[src/rtl/video_clock_seq.sv]
// video_clock_seq: pixel-clock select sequencer holding HDMI in reset across PLL reprogramming
module video_clock_seq #(
   parameter logic [3:0] DEFAULT_CONFIG = 4'd0,
   parameter int         HOLD_CYCLES    = 16,
   parameter int         DROP_CYCLES    = 8,
   parameter int         SETTLE_CYCLES  = 1024,
   parameter int         LOCK_TIMEOUT   = 2700000
) (
   input  logic       clk27,
   input  logic       rstn,
   input  logic       lock,
   input  logic       req_valid,
   input  logic [3:0] req_config,
   output logic       req_ready,
   output logic [3:0] clock_config,
   output logic       hdmi_rstn_o,
   output logic       busy,
   output logic       cfg_err,
   output logic [7:0] lost_cnt
);
   localparam int M1   = HOLD_CYCLES > DROP_CYCLES ? HOLD_CYCLES : DROP_CYCLES;
   localparam int M2   = SETTLE_CYCLES > LOCK_TIMEOUT ? SETTLE_CYCLES : LOCK_TIMEOUT;
   localparam int MAXV = M1 > M2 ? M1 : M2;
   localparam int CW   = $clog2(MAXV + 1);
   typedef enum logic [2:0] {HOLD, DROP, WAIT_LOCK, SETTLE, RUN} state_t;
   state_t          state_q, state_d;
   logic [CW-1:0]   cnt_q, cnt_d;
   logic [3:0]      cfg_q, cfg_d, pend_q, pend_d;
   logic            err_q, err_d;
   logic [7:0]      lost_q, lost_d;
   logic            lock_m_q, lock_s_q;
   logic            rdy_q, hrst_q, busy_q;
   logic            last;
   assign last = cnt_q == CW'(1);
   // Next-state logic: the shared counter exits a timed state on the edge where it reads 1
   always_comb begin
      state_d = state_q;
      cnt_d   = cnt_q - CW'(1);
      cfg_d   = cfg_q;
      pend_d  = pend_q;
      err_d   = err_q;
      lost_d  = lost_q;
      case (state_q)
         HOLD: if (last) begin
            state_d = DROP;
            cnt_d   = CW'(DROP_CYCLES);
            cfg_d   = pend_q;
         end
         DROP: if (last) begin
            state_d = WAIT_LOCK;
            cnt_d   = CW'(LOCK_TIMEOUT);
         end
         WAIT_LOCK: if (lock_s_q) begin
            state_d = SETTLE;
            cnt_d   = CW'(SETTLE_CYCLES);
         end else if (last) begin
            state_d = DROP;
            cnt_d   = CW'(DROP_CYCLES);
            cfg_d   = DEFAULT_CONFIG;
            err_d   = 1'b1;
         end
         SETTLE: if (!lock_s_q) begin
            state_d = WAIT_LOCK;
            cnt_d   = CW'(LOCK_TIMEOUT);
         end else if (last) state_d = RUN;
         RUN: begin
            cnt_d = cnt_q;
            if (req_valid) begin
               err_d = 1'b0;
               if (req_config != cfg_q) begin
                  pend_d  = req_config;
                  state_d = HOLD;
                  cnt_d   = CW'(HOLD_CYCLES);
               end
            end
            if (!lock_s_q && state_d == RUN) begin
               state_d = WAIT_LOCK;
               cnt_d   = CW'(LOCK_TIMEOUT);
               lost_d  = lost_q + (lost_q != 8'hff ? 8'd1 : 8'd0);
            end
         end
         default: begin
            state_d = WAIT_LOCK;
            cnt_d   = CW'(LOCK_TIMEOUT);
         end
      endcase
   end
   // State, lock synchronizer and registered outputs; outputs follow the next state on the same edge
   always_ff @(posedge clk27 or negedge rstn) begin
      if (!rstn) begin
         state_q  <= WAIT_LOCK;
         cnt_q    <= CW'(LOCK_TIMEOUT);
         cfg_q    <= DEFAULT_CONFIG;
         pend_q   <= DEFAULT_CONFIG;
         err_q    <= 1'b0;
         lost_q   <= 8'd0;
         lock_m_q <= 1'b0;
         lock_s_q <= 1'b0;
         rdy_q    <= 1'b0;
         hrst_q   <= 1'b0;
         busy_q   <= 1'b1;
      end else begin
         state_q  <= state_d;
         cnt_q    <= cnt_d;
         cfg_q    <= cfg_d;
         pend_q   <= pend_d;
         err_q    <= err_d;
         lost_q   <= lost_d;
         lock_m_q <= lock;
         lock_s_q <= lock_m_q;
         rdy_q    <= state_d == RUN;
         hrst_q   <= state_d == RUN;
         busy_q   <= state_d != RUN;
      end
   end
   assign req_ready    = rdy_q;
   assign clock_config = cfg_q;
   assign hdmi_rstn_o  = hrst_q;
   assign busy         = busy_q;
   assign cfg_err      = err_q;
   assign lost_cnt     = lost_q;
endmodule

[config.mk]
export PLATFORM = sky130hd
export DESIGN_NAME = video_clock_seq
export DESIGN_NICKNAME = d
export VERILOG_FILES = /design/src/rtl/video_clock_seq.sv
export SDC_FILE = /design/constraint.sdc
export NUM_CORES = 1
export LEC_CHECK = 0
export ABC_AREA = 1
export CORE_UTILIZATION = 58
export CTS_CLUSTER_DIAMETER = 40
export DETAILED_ROUTE_END_ITERATION = 16
export GPL_ROUTABILITY_DRIVEN = 0
export GPL_TIMING_DRIVEN = 1
export HOLD_SLACK_MARGIN = 0.08
export PLACE_DENSITY = 0.8
export SLEW_MARGIN = 0
export SYNTH_ARGS = -nofsm -noshare
export SYNTH_HDL_FRONTEND = slang
export SYNTH_SLANG_ARGS = --single-unit
[constraint.sdc]
create_clock -name clk27 -period 2.08 [get_ports clk27]
set_clock_uncertainty 0.2 [all_clocks]
set_input_delay 0.52 -clock clk27 [delete_from_list [all_inputs] [get_ports clk27]]
set_output_delay 0.52 -clock clk27 [all_outputs]
set_load 0.005 [all_outputs]
Yosys cells after proc, flatten, opt, wreduce, memory -nomap -nowiden
Cells that the tools add are included.
{ "word_totals": {"wordCells": 65, "input_bits": 8, "ff_bits": 46, "output_inout_bits": 16} }
{ "classes": {"n_eq_ne": 16, "add_sub_neg": 2, "reduce_logical": 10, "muxes": 27} }
{ "op_table": {"columns": ["operator", "count"], "rows": [
  ["2-to-1 mux 22 bit", 7],
  ["one-hot mux 22 bit (5 select lines)", 1],
  ["2-to-1 mux 3 bit", 9],
  ["== test 22 x 1 -> 1 bit (second input constant)", 1],
  ["subtractor 22 x 1 -> 22 bit (second input constant)", 1],
  ["one-hot mux 3 bit (5 select lines)", 1],
  ["2-to-1 mux 4 bit", 3],
  ["== test 3 bit (second input constant)", 3],
  ["!= test 3 bit (second input constant)", 3],
  ["adder 8 x 1 -> 8 bit", 1],
  ["!= test 2 bit (second input constant)", 4],
  ["!= test 8 bit (second input constant)", 1],
  ["one-hot mux 4 bit (2 select lines)", 1],
  ["AND reduction 4 bit", 2],
  ["== test 3 x 2 -> 1 bit (second input constant)", 2],
  ["2-to-1 mux 1 bit", 4],
  ["!= test 4 bit", 1],
  ["AND reduction 2 bit", 2],
  ["nonzero test 2 bit", 2],
  ["== test 3 x 1 -> 1 bit (second input constant)", 1],
  ["logical NOT 3 bit", 1],
  ["AND reduction 3 bit", 1],
  ["one-hot mux 1 bit (2 select lines)", 1],
  ["logical AND 1 bit", 1],
  ["logical NOT 1 bit", 1]
]} }

Longest topological paths before layout
{ "depth": {"ltp_word": 9, "ltp_mapped": 13} }

Least setup slack after synthesis
No wires, ideal clock.
{ "synth_path": {"path_type": "register -> register", "start": "register lost_q[5] (netlist: lost_cnt[5])", "end": "register lost_q[4] (netlist: lost_cnt[4])", "t_arrival_ns": 1.527, "slack_ns": 0.270, "setup_ns": 0.083, "path_stages_with_launch": 10, "path_cell_list": "dfrtp_1 -> inv_1 -> nor3_1 -> nand2_1 -> ha_1 -> ha_1 -> nand3_1 -> xor2_1 -> nand2_1 -> o21ai_0"} }
{ "synth_between": {"elab_chain_len": 3} }
{ "synth_rtl": {"columns": ["element", "line", "rtl"], "rows": [
  ["from (decl)", "30", "logic [7:0] lost_q, lost_d;"],
  ["from (signal assigned)", "108", "lost_q <= lost_d;"],
  ["!= test 8 bit", "79", "lost_d = lost_q + (lost_q != 8'hff ? 8'd1 : 8'd0);"],
  ["2-to-1 mux 1 bit", "79", null],
  ["adder 8 x 1 -> 8 bit", "79", null]
]} }
No other way between the ends.
A chain may end at the register's enable or synchronous reset.

Worst setup path after layout
{ "layout_path": {"start": "register lost_q[3] (netlist: lost_cnt[3])", "end": "output port lost_cnt[3]"} }
{ "layout_lines": {"columns": ["element", "line", "rtl"], "rows": [
  ["to (decl)", "19", "output logic [7:0] lost_cnt"]
]} }
No word-level cell between the ends.

==> flow_summary_export.csv <==
group,metric,value,unit
clock_network,cts.sinks,46,
clock_network,worst_skew_pair_latency,0.31,ns
setup_path,path_max_fanout,4,
finish,final_nets,430,
floorplan,ios,24,
yosys,number_of_flops_mapped_to_enable_cells_by_yosys,0,
detailed_routing,number_of_vias_in_the_routed_layout,2439,
setup_path,setup.worst_path.class,"reg -> out",
finish,filler_cell_count,360,
timing,maxClockFrequency,494,MHz
setup_path,cp_data_arrival_time,1.31,ns
detailed_routing,drt_iter0_drc,188,
yosys,async_flop_share,100,%
timing,grt_setup_unrepaired,"false",
global_routing,globalRouteOverflowTotal,0,
setup_path,worst_r2r_endpoint,"lost_cnt[4]$_DFFE_PN0P_",
clock_network,clock_path_buffers,2,
clock_network,tritoncts,"done",
setup_path,worstSetupStartpointType,"register",
setup_path,worst_r2r_setup_slack,0.16,ns
yosys,synth_sequential_area_ratio,40.7,%
timing,fin_hold_ws,0.155,ns
global_routing,groute.usage.overall,24.8,%
yosys,yosys_warnings,0,
global_routing,vias_in_the_first_global_route,2208,
setup_path,rr_startpoint,"lost_cnt[6]$_DFFE_PN0P_",
yosys,synth_cells,383,
setup_path,reg2regPathDepth,9,
floorplan,die-area,5220,um2
finish,postLayoutCoreUtil,72.3,%
detailed_routing,drtPass1Iterations,4,
worst_hold_path,min_from,"lock_m_q$_DFF_PN0_",
timing,report.final.slew_viol_count,0,
worst_hold_path,hp-class,"reg -> reg",
setup_path,end_kind,"primary output",
yosys,synth-main-ff-cell,"sky130_fd_sc_hd__dfrtp_1",
floorplan,placement_rows,25,
timing,final.setup.tns,0,ns
pwr,pwr-share-seq,35.7,%
placement,hpwl_detailed,4.32,mm
clock_network,clk_transition_reported_paths,0.09,ns
setup_path,cp.required,1.36,ns
timing,final_hold_viol_count,0,
floorplan,die_x,72.3,um
finish,drive_gt1_share,17.4,%
job,drv.max_cap_violation_count,0,
pwr,power.leakage,0.00175,uW
finish,diodes,0,
pwr,share_comb_of_total_power,50.4,%
detailed_routing,drt_drc_violations_left,0,
pwr,irDropWorstVdd,0.661,mV
floorplan,fp.dieH,72.3,um
pwr,total_switching_power,1890,uW
detailed_routing,post_drt_wl_per_cell,12.5,um
placement,io_buffers,23,
timing,worst_slew_pin_slew,0.407,ns
outcome,result_of_the_run,"finished clean",
pwr,power_report.internal_total,2240,uW
clock_network,cts_htree_levels,2,
timing,report.final.setup_viol,0,
clock_network,clock-root-buffer,"sky130_fd_sc_hd__clkbuf_8",
global_routing,maximum_number_of_pins_on_one_net_before_global_route_repair,32,
timing,layout_worst_path_cycle_share,97.4,%
worst_hold_path,worst_hold_path.num_cells,0,
yosys,synthesis.area_per_instance,7.47,um2
yosys,synth_area,2860,um2
detailed_routing,final_wirelength,6.09,mm
timing,period_needed,2.03,ns
pwr,power_frac_clock,13.9,%
global_routing,grt_first_pass_wirelength,9.97,mm
yosys,mappedNetlistNets,395,
global_routing,antenna_found_initial,0,
yosys,postSynthRegisterBits,46,
detailed_routing,drtAntennaViolNets,0,
yosys,post_synth_num_cell_types,36,
clock_network,cts_buffers,5,
timing,timing.slew.headroom,72.9,%
floorplan,effective_utilization_at_floorplan,60.6,%
pwr,switching_share,45.7,%
pwr,p_per_area,1210,nW/um2
worst_hold_path,hold_path_end,"lock_s_q$_DFF_PN0_",
detailed_routing,vias_per_cell,5.02,
floorplan,fp.coreArea,4720,um2
finish,area_growth_syn_to_layout,19.3,%
placed cells by master, fill, tap and decap left out, types with 6 or more instances in the layout:
| master | n |
|---|---|
| sky130_fd_sc_hd__clkbuf_8 | 6 |
| sky130_fd_sc_hd__clkdlybuf4s50_1 | 18 |
| sky130_fd_sc_hd__dfrtp_1 | 35 |
| sky130_fd_sc_hd__dfstp_2 | 11 |
| sky130_fd_sc_hd__inv_1 | 47 |
| sky130_fd_sc_hd__inv_2 | 6 |
| sky130_fd_sc_hd__nand2_1 | 106 |
| sky130_fd_sc_hd__nand2_2 | 6 |
| sky130_fd_sc_hd__nand3_1 | 17 |
| sky130_fd_sc_hd__nand4_1 | 6 |
| sky130_fd_sc_hd__nor2_1 | 56 |
| sky130_fd_sc_hd__nor2_2 | 12 |
| sky130_fd_sc_hd__o21ai_0 | 18 |
| sky130_fd_sc_hd__xor2_1 | 8 |
registers in the layout (all words and copies together), names as in the netlist:
register,cells
hdmi_rstn_o,1
cnt_q,22
busy,1
pend_q,4
clock_config,4
cfg_err,1
lost_cnt,8
lock_s_q,1
lock_m_q,1
state_q,3
final cells by class:
cell class,instances,area (um2),area share [%]
clock inverter,1,5.00,0.147
multi-input combinational,277,1480,43.2
clock buffer,7,86.3,2.53
sequential,46,1160,34.1
tap,67,83.8,2.46
timing repair buffer,34,393,11.5
inverter,54,205,6.01
through the flow:
step / setup WS (ns) / std cells / cell area, um2 / total power (uW)
2_1_floorplan: 0.270 / 383 / 2860 / 3050
6_report: 0.0540 / 486 / 3410 / 4130
4_1_cts: 0.0388 / 484 / 3330 / 4100
3_3_place_gp: -0.203 / 475 / 3230 / 3460
3_5_place_dp: -0.278 / 475 / 3230 / 3520
5_1_grt: 0.0158 / 486 / 3410 / 4490
synth_stat cells (2+ instances only):
| library cell | number | area share (%) |
|---|---|---|
| sky130_fd_sc_hd__nand2_1 | 106 | 14 |
| sky130_fd_sc_hd__nor2_1 | 56 | 7.3 |
| sky130_fd_sc_hd__inv_1 | 47 | 6.2 |
| sky130_fd_sc_hd__dfrtp_1 | 35 | 31 |
| sky130_fd_sc_hd__o21ai_0 | 18 | 3.1 |
| sky130_fd_sc_hd__nand3_1 | 17 | 3.0 |
| sky130_fd_sc_hd__nor2_2 | 12 | 2.6 |
| sky130_fd_sc_hd__dfstp_2 | 11 | 10 |
| sky130_fd_sc_hd__xor2_1 | 8 | 2.4 |
| sky130_fd_sc_hd__inv_2 | 6 | 0.79 |
| sky130_fd_sc_hd__nand2_2 | 6 | 1.3 |
| sky130_fd_sc_hd__nand4_1 | 6 | 1.3 |
| sky130_fd_sc_hd__nand3b_1 | 5 | 1.3 |
| sky130_fd_sc_hd__nor3_1 | 5 | 0.87 |
| sky130_fd_sc_hd__xnor2_1 | 5 | 1.5 |
| sky130_fd_sc_hd__ha_1 | 4 | 1.7 |
| sky130_fd_sc_hd__nand3_2 | 4 | 1.4 |
| sky130_fd_sc_hd__o21ai_1 | 4 | 0.70 |
| sky130_fd_sc_hd__buf_2 | 3 | 0.52 |
| sky130_fd_sc_hd__nand3_4 | 3 | 1.8 |
| sky130_fd_sc_hd__nor2_4 | 3 | 1.2 |
| sky130_fd_sc_hd__a21oi_2 | 2 | 0.61 |
| sky130_fd_sc_hd__buf_4 | 2 | 0.52 |
| sky130_fd_sc_hd__nor3_2 | 2 | 0.70 |
| sky130_fd_sc_hd__o22ai_1 | 2 | 0.44 |
worst max-delay path, stage by stage, from the launching register on:
cell and delay [ns]:
sky130_fd_sc_hd__dfrtp_1 0.37, sky130_fd_sc_hd__buf_4 0.14, sky130_fd_sc_hd__clkdlybuf4s50_1 0.49
kinds of logic after synthesis:
kind of cell / share of synthesized area [%]
simple gates: 38.1
buf+inv: 8.61
flops: 40.7
compound gates: 6.91
xor+xnor: 3.98
fa+ha+maj: 1.75
power groups by stage:
stage | sequential [uW] | combinational (uW) | clock [uW]
finish | 1470 | 2080 | 574
global route | 1510 | 2370 | 614
floorplan | 1410 | 1640 | 0
detailed placement | 1480 | 2040 | 0
global placement | 1470 | 1990 | 0
CTS | 1460 | 2060 | 582
timing repair:
item,in CTS,in global routing
setup endpoints to repair,0,13
resized for setup,0,8
hold buffers,1,0
endpoints found under the hold margin,8,0
buffers inserted,0,0
per-layer routing:
metal  part of all wire [%]  vias to the layer above  routed length (um)  GRT usage, %
met2                     48                       41                2900          39.8
li1                       -                     1262                   -             -
met4                    1.1                        0                  70          7.63
met5                      0                        -                   0             0
met1                     47                     1130                2870          34.2
met3                    4.2                        6                 256          4.58
worst max path at each step:
stage,start,to,cells past startpoint
global route,lost_cnt[6]$_DFFE_PN0P_,lost_cnt[4]$_DFFE_PN0P_,9
detailed placement,req_config[1],pend_q[0]$_DFFE_PN0P_,9
finish,lost_cnt[3]$_DFFE_PN0P_,lost_cnt[3],2
global placement,req_config[1],cnt_q[17]$_DFFE_PN0P_,13
CTS,req_config[1],pend_q[0]$_DFFE_PN0P_,10
floorplan,lost_cnt[5]$_DFFE_PN0P_,lost_cnt[4]$_DFFE_PN0P_,9
No activity file was read; power rests on OpenSTA's default activity.
